[config.mk]
export PLATFORM = sky130hd
export DESIGN_NAME = mano_io_ctrl
export DESIGN_NICKNAME = d
export VERILOG_FILES = /design/src/rtl/mano_io_ctrl.sv
export SDC_FILE = /design/constraint.sdc
export NUM_CORES = 1
export LEC_CHECK = 0
export BUFFER_PORTS_ARGS = -buffer_cell sky130_fd_sc_hd__buf_4
export CORE_MARGIN = 3
export CORE_UTILIZATION = 36
export DETAILED_ROUTE_END_ITERATION = 10
export PLACE_DENSITY = 0.59
export SLEW_MARGIN = 5
export SYNTH_ARGS = -nofsm -noshare
export SYNTH_HDL_FRONTEND = slang
export SYNTH_SLANG_ARGS = --single-unit
[constraint.sdc]
create_clock -name clk -period 2.5 [get_ports clk]
set_input_delay 0.5 -clock clk [delete_from_list [all_inputs] [get_ports clk]]
set_output_delay 0.5 -clock clk [all_outputs]
set_load 0.03 [all_outputs]
[src/rtl/mano_io_ctrl.sv]
// mano_io_ctrl: Mano-style multi-channel I/O flag block with INPR/OUTR per channel,
// CPU command decode (inp/out/ski/sko/ion/iof) and a registered interrupt request.
// Build option: define MANO_IO_RR_ARB_EN for round-robin interrupt arbitration;
// without it the lowest-index requesting channel wins.
module mano_io_ctrl #(
  parameter int unsigned DATA_W = 8,
  parameter int unsigned NCH    = 4,
  localparam int unsigned CH_W  = $clog2(NCH)
) (
  input  logic                  clk,
  input  logic                  rst,
  input  logic [NCH-1:0]        dev_in_valid,
  input  logic [NCH*DATA_W-1:0] dev_in_data,
  output logic [NCH-1:0]        dev_in_ready,
  output logic [NCH*DATA_W-1:0] dev_out_data,
  output logic [NCH-1:0]        dev_out_valid,
  input  logic [NCH-1:0]        dev_out_ack,
  input  logic [CH_W-1:0]       cpu_ch,
  input  logic                  cpu_inp,
  input  logic                  cpu_out,
  input  logic                  cpu_ski,
  input  logic                  cpu_sko,
  input  logic                  cpu_ion,
  input  logic                  cpu_iof,
  input  logic [DATA_W-1:0]     cpu_wdata,
  output logic [DATA_W-1:0]     cpu_rdata,
  output logic                  cpu_skip,
  input  logic                  intr_ack,
  output logic                  irq,
  output logic [CH_W-1:0]       irq_ch,
  output logic                  ien
);

  localparam int unsigned CHX_W = CH_W + 1;

  logic [DATA_W-1:0] inpr [NCH];
  logic [DATA_W-1:0] outr [NCH];
  logic [NCH-1:0]    fgi, fgo, fgi_nxt, fgo_nxt;
  logic [NCH-1:0]    cap, wr, hit, req;
  logic              ch_ok, any_req, ien_nxt;
  logic              sel_inp, sel_out, sel_ski, sel_sko, sel_ion, sel_iof;
  logic [CH_W-1:0]   win;

  assign dev_in_ready  = ~fgi;
  assign dev_out_valid = ~fgo;
  assign req           = fgi | fgo;
  assign any_req       = |req;
  assign ch_ok         = ({1'b0, cpu_ch} < CHX_W'(NCH));

  // Pack the output registers onto the device bus
  always_comb begin
    dev_out_data = '0;
    for (int i = 0; i < NCH; i++) dev_out_data[i*DATA_W +: DATA_W] = outr[i];
  end

  // CPU strobe priority: only the highest asserted command executes
  always_comb begin
    sel_inp = cpu_inp;
    sel_out = cpu_out & ~cpu_inp;
    sel_ski = cpu_ski & ~cpu_inp & ~cpu_out;
    sel_sko = cpu_sko & ~cpu_inp & ~cpu_out & ~cpu_ski;
    sel_ion = cpu_ion & ~(cpu_inp | cpu_out | cpu_ski | cpu_sko);
    sel_iof = cpu_iof & ~(cpu_inp | cpu_out | cpu_ski | cpu_sko | cpu_ion);
  end

  // One-hot decode of the selected channel; out-of-range selects hit nothing
  always_comb begin
    hit = '0;
    for (int i = 0; i < NCH; i++) hit[i] = ch_ok && (cpu_ch == CH_W'(i));
  end

  // Read mux, skip result and per-channel flag next-state
  always_comb begin
    cpu_rdata = '0;
    cpu_skip  = 1'b0;
    fgi_nxt   = fgi;
    fgo_nxt   = fgo;
    cap       = '0;
    wr        = '0;
    for (int i = 0; i < NCH; i++) begin
      if (hit[i]) begin
        cpu_rdata = inpr[i];
        if (sel_ski) cpu_skip = fgi[i];
        if (sel_sko) cpu_skip = fgo[i];
      end
      if (sel_inp && hit[i]) begin
        fgi_nxt[i] = 1'b0;
      end else if (dev_in_valid[i] && !fgi[i]) begin
        cap[i]     = 1'b1;
        fgi_nxt[i] = 1'b1;
      end
      if (sel_out && hit[i] && fgo[i]) begin
        wr[i]      = 1'b1;
        fgo_nxt[i] = 1'b0;
      end else if (dev_out_ack[i] && !fgo[i]) begin
        fgo_nxt[i] = 1'b1;
      end
    end
  end

  // Interrupt enable: intr_ack beats ion; irq uses the updated enable so it drops with the ack
  always_comb begin
    ien_nxt = ien;
    if (sel_ion) ien_nxt = 1'b1;
    if (sel_iof) ien_nxt = 1'b0;
    if (intr_ack) ien_nxt = 1'b0;
  end

`ifdef MANO_IO_RR_ARB_EN
  logic [CH_W-1:0] rr_ptr;
  logic [NCH-1:0]  rot;

  assign rot = NCH'({req, req} >> rr_ptr);

  // Round-robin winner: first requester at or above the pointer, wrapping
  always_comb begin
    win = irq_ch;
    for (int k = NCH - 1; k >= 0; k--)
      if (rot[k]) win = CH_W'((int'(rr_ptr) + k) % int'(NCH));
  end

  // Pointer advances past the acknowledged channel only while a request was raised
  always_ff @(posedge clk) begin
    if (rst) begin
      rr_ptr <= '0;
    end else if (intr_ack && irq) begin
      rr_ptr <= (irq_ch == CH_W'(NCH - 1)) ? '0 : irq_ch + CH_W'(1);
    end
  end
`else
  // Fixed priority winner: lowest requesting index
  always_comb begin
    win = irq_ch;
    for (int k = NCH - 1; k >= 0; k--)
      if (req[k]) win = CH_W'(k);
  end
`endif

  // State registers: flags, data registers and interrupt outputs
  always_ff @(posedge clk) begin
    if (rst) begin
      fgi    <= '0;
      fgo    <= '1;
      ien    <= 1'b0;
      irq    <= 1'b0;
      irq_ch <= '0;
      for (int i = 0; i < NCH; i++) begin
        inpr[i] <= '0;
        outr[i] <= '0;
      end
    end else begin
      fgi <= fgi_nxt;
      fgo <= fgo_nxt;
      ien <= ien_nxt;
      irq <= ien_nxt & any_req;
      if (any_req) irq_ch <= win;
      for (int i = 0; i < NCH; i++) begin
        if (cap[i]) inpr[i] <= dev_in_data[i*DATA_W +: DATA_W];
        if (wr[i])  outr[i] <= cpu_wdata;
      end
    end
  end

endmodule

; ---- Yosys cells after proc, flatten, opt, wreduce, memory -nomap -nowiden
; Memory sizes are Yosys's and may differ from the RTL's.
; Cells that the tools add are included.
; Widths: inputs -> output; s select.
[classes]
div_mod_pow = 0
eq_ne = 3
bitwise = 29
shift = 0
n_lt_le_gt_ge = 0
reduce_logical = 40
addsub = 0
n_mux = 77
n_mul = 0
[op_table]
columns = operator, count
row1 = $mux 8, 12
row2 = $mux 1, 61
row3 = $logic_and 1x1->1, 20
row4 = $or 1x1->1, 12
row5 = $and 1x1->1, 9
row6 = $logic_not 1->1, 8
row7 = $mux 2, 4
row8 = $not 4->4, 2
row9 = $reduce_bool 2->1, 4
row10 = $reduce_or 2->1, 4
row11 = $not 1->1, 5
row12 = $eq 2x2->1 const B, 2
row13 = $or 4x4->4, 1
row14 = $reduce_bool 4->1, 1
row15 = $reduce_or 4->1, 1
row16 = $eq 2x1->1 const B, 1
row17 = $logic_not 2->1, 1
row18 = $reduce_and 2->1, 1
[totals]
inputBits = 59
mem_bits_ro = 0
ramBits = 64
memories = 2
out_inout_bits = 53
word_cells = 162
latch_bits = 0
regBits = 12
[memory_table]
columns = memory, words, width, read_ports, rd_ports_with_merged_regs, wr, line
row1 = inpr, 4, 8, 4, 0, 4, 36  ; logic [DATA_W-1:0] inpr [NCH];
row2 = outr, 4, 8, 4, 0, 4, 37  ; logic [DATA_W-1:0] outr [NCH];

; ---- Longest topological paths before layout
; Gate-level depths: netlist (run 1).
[depth]
word_depth = 15
mapped_depth = 5
ltp_nobuf = 3

; ---- Least setup slack after synthesis (run 1)
; Ideal clock, no wire load.
[synth_path]
kind = input to output
from = input cpu_ch[0]
to = output cpu_skip
path_stages = 4
slack_ns = -0.004
arrival_time_ns = 2.004
required_time_ns = 2.000
n_path_buf = 1
cell_sequence = buf_1 nor2_1 a32o_1 a211oi_1
[synth_between]
elab_chain_cells = 11
elab_cells_between_ends = 14
cone_classes = 3 x eq/ne / 10 x mux / 1 x reduce/logical
[synth_lines]
columns = element, line
row1 = start: declaration, 18  ; input logic [CH_W-1:0] cpu_ch,
row2 = $logic_not 2->1, 69  ; for (int i = 0; i < NCH; i++) hit[i] = ch_ok && (cpu_ch == CH_W'(i));
row3 = $mux 1, 81  ; if (hit[i]) begin
row4 = $mux 1, 83  ; if (sel_ski) cpu_skip = fgi[i];
row5 = $mux 1, 84  ; if (sel_sko) cpu_skip = fgo[i];
row6 = $mux 1, 81
row7 = $mux 1, 83
row8 = $mux 1, 84
row9 = $mux 1, 81
row10 = $mux 1, 83
row11 = $mux 1, 84
row12 = $mux 1 *, 81
row13 = end: declaration, 27  ; output logic cpu_skip,
; Every way passes the cells marked *; elsewhere a longest branch is shown, timed or not.

; ---- Worst setup path after layout (run 1)
; Ends and elaborated chain as after synthesis.

==> out/qor.txt, run 1 <==
Required @ worst endpoint - 2.00 ns
ys flop type - edfxtp_1
hold_buf cts - 0
DIE HEIGHT - 101.9 um
register area - 0.002162 mm^2
io pins - 112
register area share after synthesis - 65.26%
Crit path largest cell delay - 0.31 ns
maximum clock path buffer count - 2
number of buffers added on ports - 111
R2R setup slack - 1.07 ns
Setup CP Type - input pin to output pin
die area - 0.01039 mm^2
setup TNS - 0 ns
Tcrit/Tclk final - 83.81%
routability-driven placement congestion ratio - 0.8103
commonest cells after routing, fill and taps aside - 116 x buf_4, 64 x and2_1, 64 x edfxtp_1, 12 x nor2_1, 12 x dfxtp_1
CTS Buf Count - 9
gr usage total - 15.70%
Worst-Margin Slew - 0.5914 ns
minimum clock period - 2.095 ns
PwrDens - 622.7 mW/mm^2
crit path capture type - output pin
Die Width - 101.9 um
gr ovfl total - 0
DR pass1 iterations - 4
PostCTS Resize Cnt - 0
antenna cells - 0
commonest non-fill, non-tap cell in the layout - buf_4
largest net degree at the start of global routing - 27
routed length per instance - 16.94 um
vias in the first global route - 2337
Avg Cell Area, Syn - 13.98 um^2
setup bufs post-CTS - 0
Nets - 414
Root Driver - clkbuf_8
CP Max Fanout - 23
worst skew pair latency - 0.35 ns
Post-Syn Area - 0.003313 mm^2
cells after synthesis - 237
crit path launch type - input pin
FMAX - 477.3 MHz
Final ANT Viol Nets - 0
critical path's slowest cell - a211o_1
CP bufs+invs - 2
core area - 0.008848 mm^2
area of the multi-input gates - 0.001076 mm^2
Critical Path AT - 1.60 ns
Crit path top cell by count - buf_4
Net Count, Synth - 296
Initial Util - 37.44%
P&R area growth vs syn - 34.89%
# Max-Cap Violations - 0
RSZ-0062 raised after global routing - no
# setup viols final - 0
Hold Crit Class - input pin to register
post-synth cell types - 44
global-route wire length before repair - 12070 um
CTS tree - built
outcome - finished, final reports clean
Cell Chain, Critical Path - buf_4 > nand3b_1 > a211o_1 > a211oi_2 > buf_4
Yosys Warn Count - 0
via/cell ratio - 4.885
vias post-DR - 2286
H-tree depth - 3
final WL - 7926 um
clock sinks - 76
clk slew on worst S/H paths - 0.08 ns
Clock Skew - 0.005220 ns
Std-Cell Rows - 34
Leak - 1.912 nW
Power Total - 2.783 mW
Max VDD drop - 0.2834 mV
drt drc - 0
max-slew violation count - 0
DRT iter0 DRCs - 101
initial antenna violation count - 0
Fin. Hold Viols - 0
DP HPWL - 6085 um
#FFs+latches synth - 76
asr flop ratio synth - 0%
EDFF count, synth - 64
share of cells above drive strength 1 - 40.56%
FILL cells - 802
relative slew slack - 60.27%
Top delay family on crit path - compound AO/OA/AOI/OAI gates
## metrics by stage
step / hold slack, ns / worst slack (ns) / std cells / area [um^2] / util [%]
floorplan: 0.4843 / 0.2696 / 237 / 3318 / -
global placement: 0.4876 / 0.4238 / 452 / 4285 / 48.43
detailed placement: 0.4960 / 0.4082 / 452 / 4285 / 48.43
CTS: 0.3513 / 0.3903 / 468 / 4469 / 50.51
global route: 0.3573 / 0.3120 / 468 / 4469 / 50.51
finish: 0.3620 / 0.4048 / 468 / 4469 / 50.51
## kinds of logic (layout without fill, tap and decap cells)
| family | Yosys count | after routing | synth area share (%) |
|---|---|---|---|
| simple gates | 110 | 110 | 21.00 |
| mux | 10 | 10 | 6.080 |
| buf+inv | 20 | 143 | 2.417 |
| flops | 76 | 76 | 65.26 |
| compound gates | 21 | 21 | 5.250 |
## state kept, by name (all words and copies together) (netlist names)
name    flops
fgi         4
fgo         4
ien         1
inpr       32
irq         1
irq_ch      2
outr       32
## cell usage after synthesis, types with 2 or more instances
cell      count  area [um^2]
mux4_2        8        180.2
nor3_1        8        40.04
dfxtp_1      12        240.2
nand2b_1      2        12.51
clkbuf_1      5        18.77
nand3b_1      2        15.01
and2_1       64        400.4
inv_1        11        41.29
nor3b_1       2        15.01
a41o_1        3        30.03
buf_1         2        7.510
nor4_4        2        42.54
nand2_1       3        11.26
nor4_1        2        12.51
nor4b_1       2        17.52
edfxtp_1     64         1922
a31o_2        3        26.28
a21oi_1       3        15.01
o21bai_1      2        15.01
nor2_1       12        45.04
or4_1         2        15.01
## worst reg2reg max path, stage by stage (launching register included)
cell	delay [ns]
dfxtp_1	0.37
or4_1	0.57
nor4b_1	0.32
a21oi_1	0.07
## layout make-up
type                    count  area share [%]
multi-input cells         141           24.08
repair buffers            116           19.48
clock inverters             5           1.176
inverters                  11          0.9239
clock buffers              11           2.940
flip-flops and latches     76           48.38
well taps                 108           3.024
## metal layers
metal / up-vias / part of all wire [%] / GRT usage, %
li1: 1106 / - / -
met1: 1092 / 44 / 20.97
met2: 78 / 48 / 24.45
met3: 10 / 6.6 / 4.027
met4: 0 / 1.4 / 6.660
met5: - / 0 / 0
## power breakdown
| part | switching, mW | total (mW) | internal, mW |
|---|---|---|---|
| logic | 0.223 | 0.403 | 0.180 |
| clock network | 0.440 | 0.898 | 0.457 |
| registers | 0.0338 | 1.48 | 1.45 |
| total | 0.698 | 2.78 | 2.09 |
## worst paths after layout
check,start,cells after the start,to
max,cpu_ch[0],5,cpu_skip
min,dev_out_ack[3],3,fgo[3]$_SDFFE_PP1P_
max reg2reg,fgo[3]$_SDFFE_PP1P_,3,irq$_SDFF_PP0_
min reg2reg,irq_ch[1]$_SDFFE_PP0P_,2,irq_ch[1]$_SDFFE_PP0P_
Note: power is estimated with default switching activity, not from simulation.
==> run 2, diff against run 1 <==
Settings changed: PLACE_DENSITY 0.59 to 0.62.
Clock period 2.5 ns to 1.9 ns, I/O delays scaled along.
==> run 2 against run 1 <==
  * Flip-flop and latch count unchanged
  * Die area unchanged
  * First-iteration DRC count down 14%
  * Sequential share of layout area down 1.1 points
  * Wire length down 0.87%
  * Worst hold slack worse by 0.12 ns
  * Worst setup slack worse by 0.35 ns
  * Register-to-register slack worse by 0.66 ns
  * Via count up 2.4%
==> out/qor.txt, run 2 (synthesis results as in run 1) <==
outcome - finished, final reports clean
CTS tree - built
RSZ-0062 raised after global routing - yes
core area - 0.008848 mm^2 (unchanged)
Leak - 1.961 nW (+2.6%)
register area - 0.002168 mm^2 (+0.29%)
gr usage total - 15.25% (-0.45 points)
Clock Skew - 0.008887 ns (+0.003667 ns)
CTS Buf Count - 9 (unchanged)
Initial Util - 37.44% (unchanged)
worst skew pair latency - 0.34 ns (about the same)
Die Width - 101.9 um (unchanged)
routability-driven placement congestion ratio - 0.8256 (+1.9%)
crit path launch type - register
vias in the first global route - 2232 (-4.5%)
global-route wire length before repair - 11830 um (-2.0%)
Hold Startpoint - dev_out_ack[0]
commonest cells after routing, fill and taps aside - 118 x buf_4, 64 x and2_1, 64 x edfxtp_1, 12 x nor2_1, 10 x inv_1
initial antenna violation count - 0 (unchanged)
Top Registers - inpr (32), outr (32)
Max VDD drop - 0.4892 mV (+73%)
PwrDens - 864.4 mW/mm^2 (+39%)
max-slew violation count - 0 (unchanged)
DR pass1 iterations - 4 (unchanged)
Worst-Margin Slew - 0.6286 ns (+0.03724 ns)
hold depth - 3 (unchanged)
number of buffers added on ports - 111 (unchanged)
non-filler cells, final - 471 (+0.64%)
Fin. Hold Viols - 0 (unchanged)
gr ovfl total - 0 (unchanged)
Critical Path AT - 1.47 ns (-0.13 ns)
H-tree depth - 3 (unchanged)
Required @ worst endpoint - 1.52 ns (-0.48 ns)
r2r startpoint - fgo[3]$_SDFFE_PP1P_
relative slew slack - 57.77% (-2.5 points)
largest net degree at the start of global routing - 27 (unchanged)
Nets - 418 (+0.97%)
Final ANT Viol Nets - 0 (unchanged)
final WL - 7857 um (-0.87%)
via/cell ratio - 4.970 (+1.8%)
minimum clock period - 1.848 ns
Std-Cell Rows - 34 (unchanged)
CP Max Fanout - 5 (-78%)
maximum clock path buffer count - 2 (unchanged)
Final Cell Area - 0.004589 mm^2 (+2.7%)
commonest non-fill, non-tap cell in the layout - buf_4
setup bufs post-CTS - 0 (unchanged)
DRT iter0 DRCs - 87 (-14%)
R2R cell count - 3 (unchanged)
P&R area growth vs syn - 38.52%
antenna cells - 0 (unchanged)
placed inst area - 0.004343 mm^2 (+1.3%)
routed length per instance - 16.68 um (-1.5%)
crit path capture type - output pin
FILL cells - 789 (-1.6%)
# Max-Cap Violations - 0 (unchanged)
# setup viols final - 0 (unchanged)
DP HPWL - 6013 um (-1.2%)
DIE HEIGHT - 101.9 um (unchanged)
die area - 0.01039 mm^2 (unchanged)
area of the multi-input gates - 0.001091 mm^2 (+1.4%)
hold endpoint - fgo[0]$_SDFFE_PP1P_
Root Driver - clkbuf_8
drt drc - 0 (unchanged)
clk slew on worst S/H paths - 0.08 ns (about the same)
Tcrit/Tclk final - 97.25%
Setup CP Type - register to output pin
FMAX - 541.2 MHz
share of cells above drive strength 1 - 43.53% (+3.0 points)
clock sinks - 76 (unchanged)
vias post-DR - 2341 (+2.4%)
R2R setup slack - 0.41 ns (-0.66 ns)
Placed Cells - 456 (+0.88%)
Hold Crit Class - input pin to register
worst r2r dst - irq$_SDFF_PP0_
io pins - 112 (unchanged)
[run 2: cell count changes in the layout (fill, tap and decap cells not counted), sizes merged]
| cell | before | now |
|---|---|---|
| buf | 116 | 120 |
| bufinv | 1 | 3 |
| clkbuf | 11 | 9 |
| clkinv | 4 | 2 |
| inv | 11 | 12 |
[run 2: worst max-delay path, stage by stage, from the launching register on]
cell and delay, ns:
dfxtp_4 0.37, nand3b_1 0.08, a211o_1 0.30, a211oi_4 0.22, buf_6 0.16
[run 2: final cells by class]
class / count / share of cell area (%)
clock inverters: 6 / 2.454
repair buffers: 120 / 19.98
flip-flops and latches: 76 / 47.25
clock buffers: 9 / 2.699
multi-input cells: 141 / 23.77
well taps: 108 / 2.944
inverters: 11 / 0.8997
[run 2: what timing repair did]
action / 4_1_cts / 5_1_grt
gates resized for setup: 5 / 1
pin swaps: 1 / 0
hold buffers: 0 / 0
setup endpoints to repair: 1 / 1
[run 2: power breakdown]
group	internal [mW]	switching, mW	leakage, nW
Clock	0.870	0.601	0.120
Combinational	0.246	0.301	1.06
Sequential	1.91	0.0424	0.778
[run 2: stage by stage]
step | total power, mW | TNS, ns | utilization (%) | hold slack (ns) | setup WS (ns)
after floorplan | 2.265 | -0.006058 | - | 0.4843 | -0.006058
after global placement | 2.529 | 0 | 49.08 | 0.4874 | 0.1004
after detailed placement | 2.536 | 0 | 49.08 | 0.4861 | 0.07325
after CTS | 4.001 | 0 | 51.87 | 0.2246 | 0.02176
after global routing | 4.110 | -0.03352 | 51.87 | 0.2476 | -0.03352
final | 3.967 | 0 | 51.87 | 0.2445 | 0.05222
[run 2: how the worst max path moves through the flow]
| stage | endpoint | cells after the start | slack [ns] | startpoint |
|---|---|---|---|---|
| after floorplan | cpu_skip | 4 | -0.006 | cpu_ch[0] |
| after global placement | cpu_skip | 5 | 0.10 | cpu_ch[0] |
| after detailed placement | irq$_SDFF_PP0_ | 4 | 0.07 | cpu_inp |
| after CTS | cpu_skip | 4 | 0.02 | fgo[2]$_SDFFE_PP1P_ |
| after global routing | cpu_skip | 4 | -0.03 | fgi[1]$_SDFFE_PP0P_ |
| final | cpu_skip | 4 | 0.05 | fgi[1]$_SDFFE_PP0P_ |
[run 2: metal layers]
layer | wire length, um | vias to the layer above | track usage (%)
met4 | 144 | 0 | 5.550
met2 | 3685 | 72 | 23.79
met1 | 3592 | 1147 | 20.65
met5 | 0 | - | 0
met3 | 436 | 12 | 4.027
li1 | - | 1110 | -
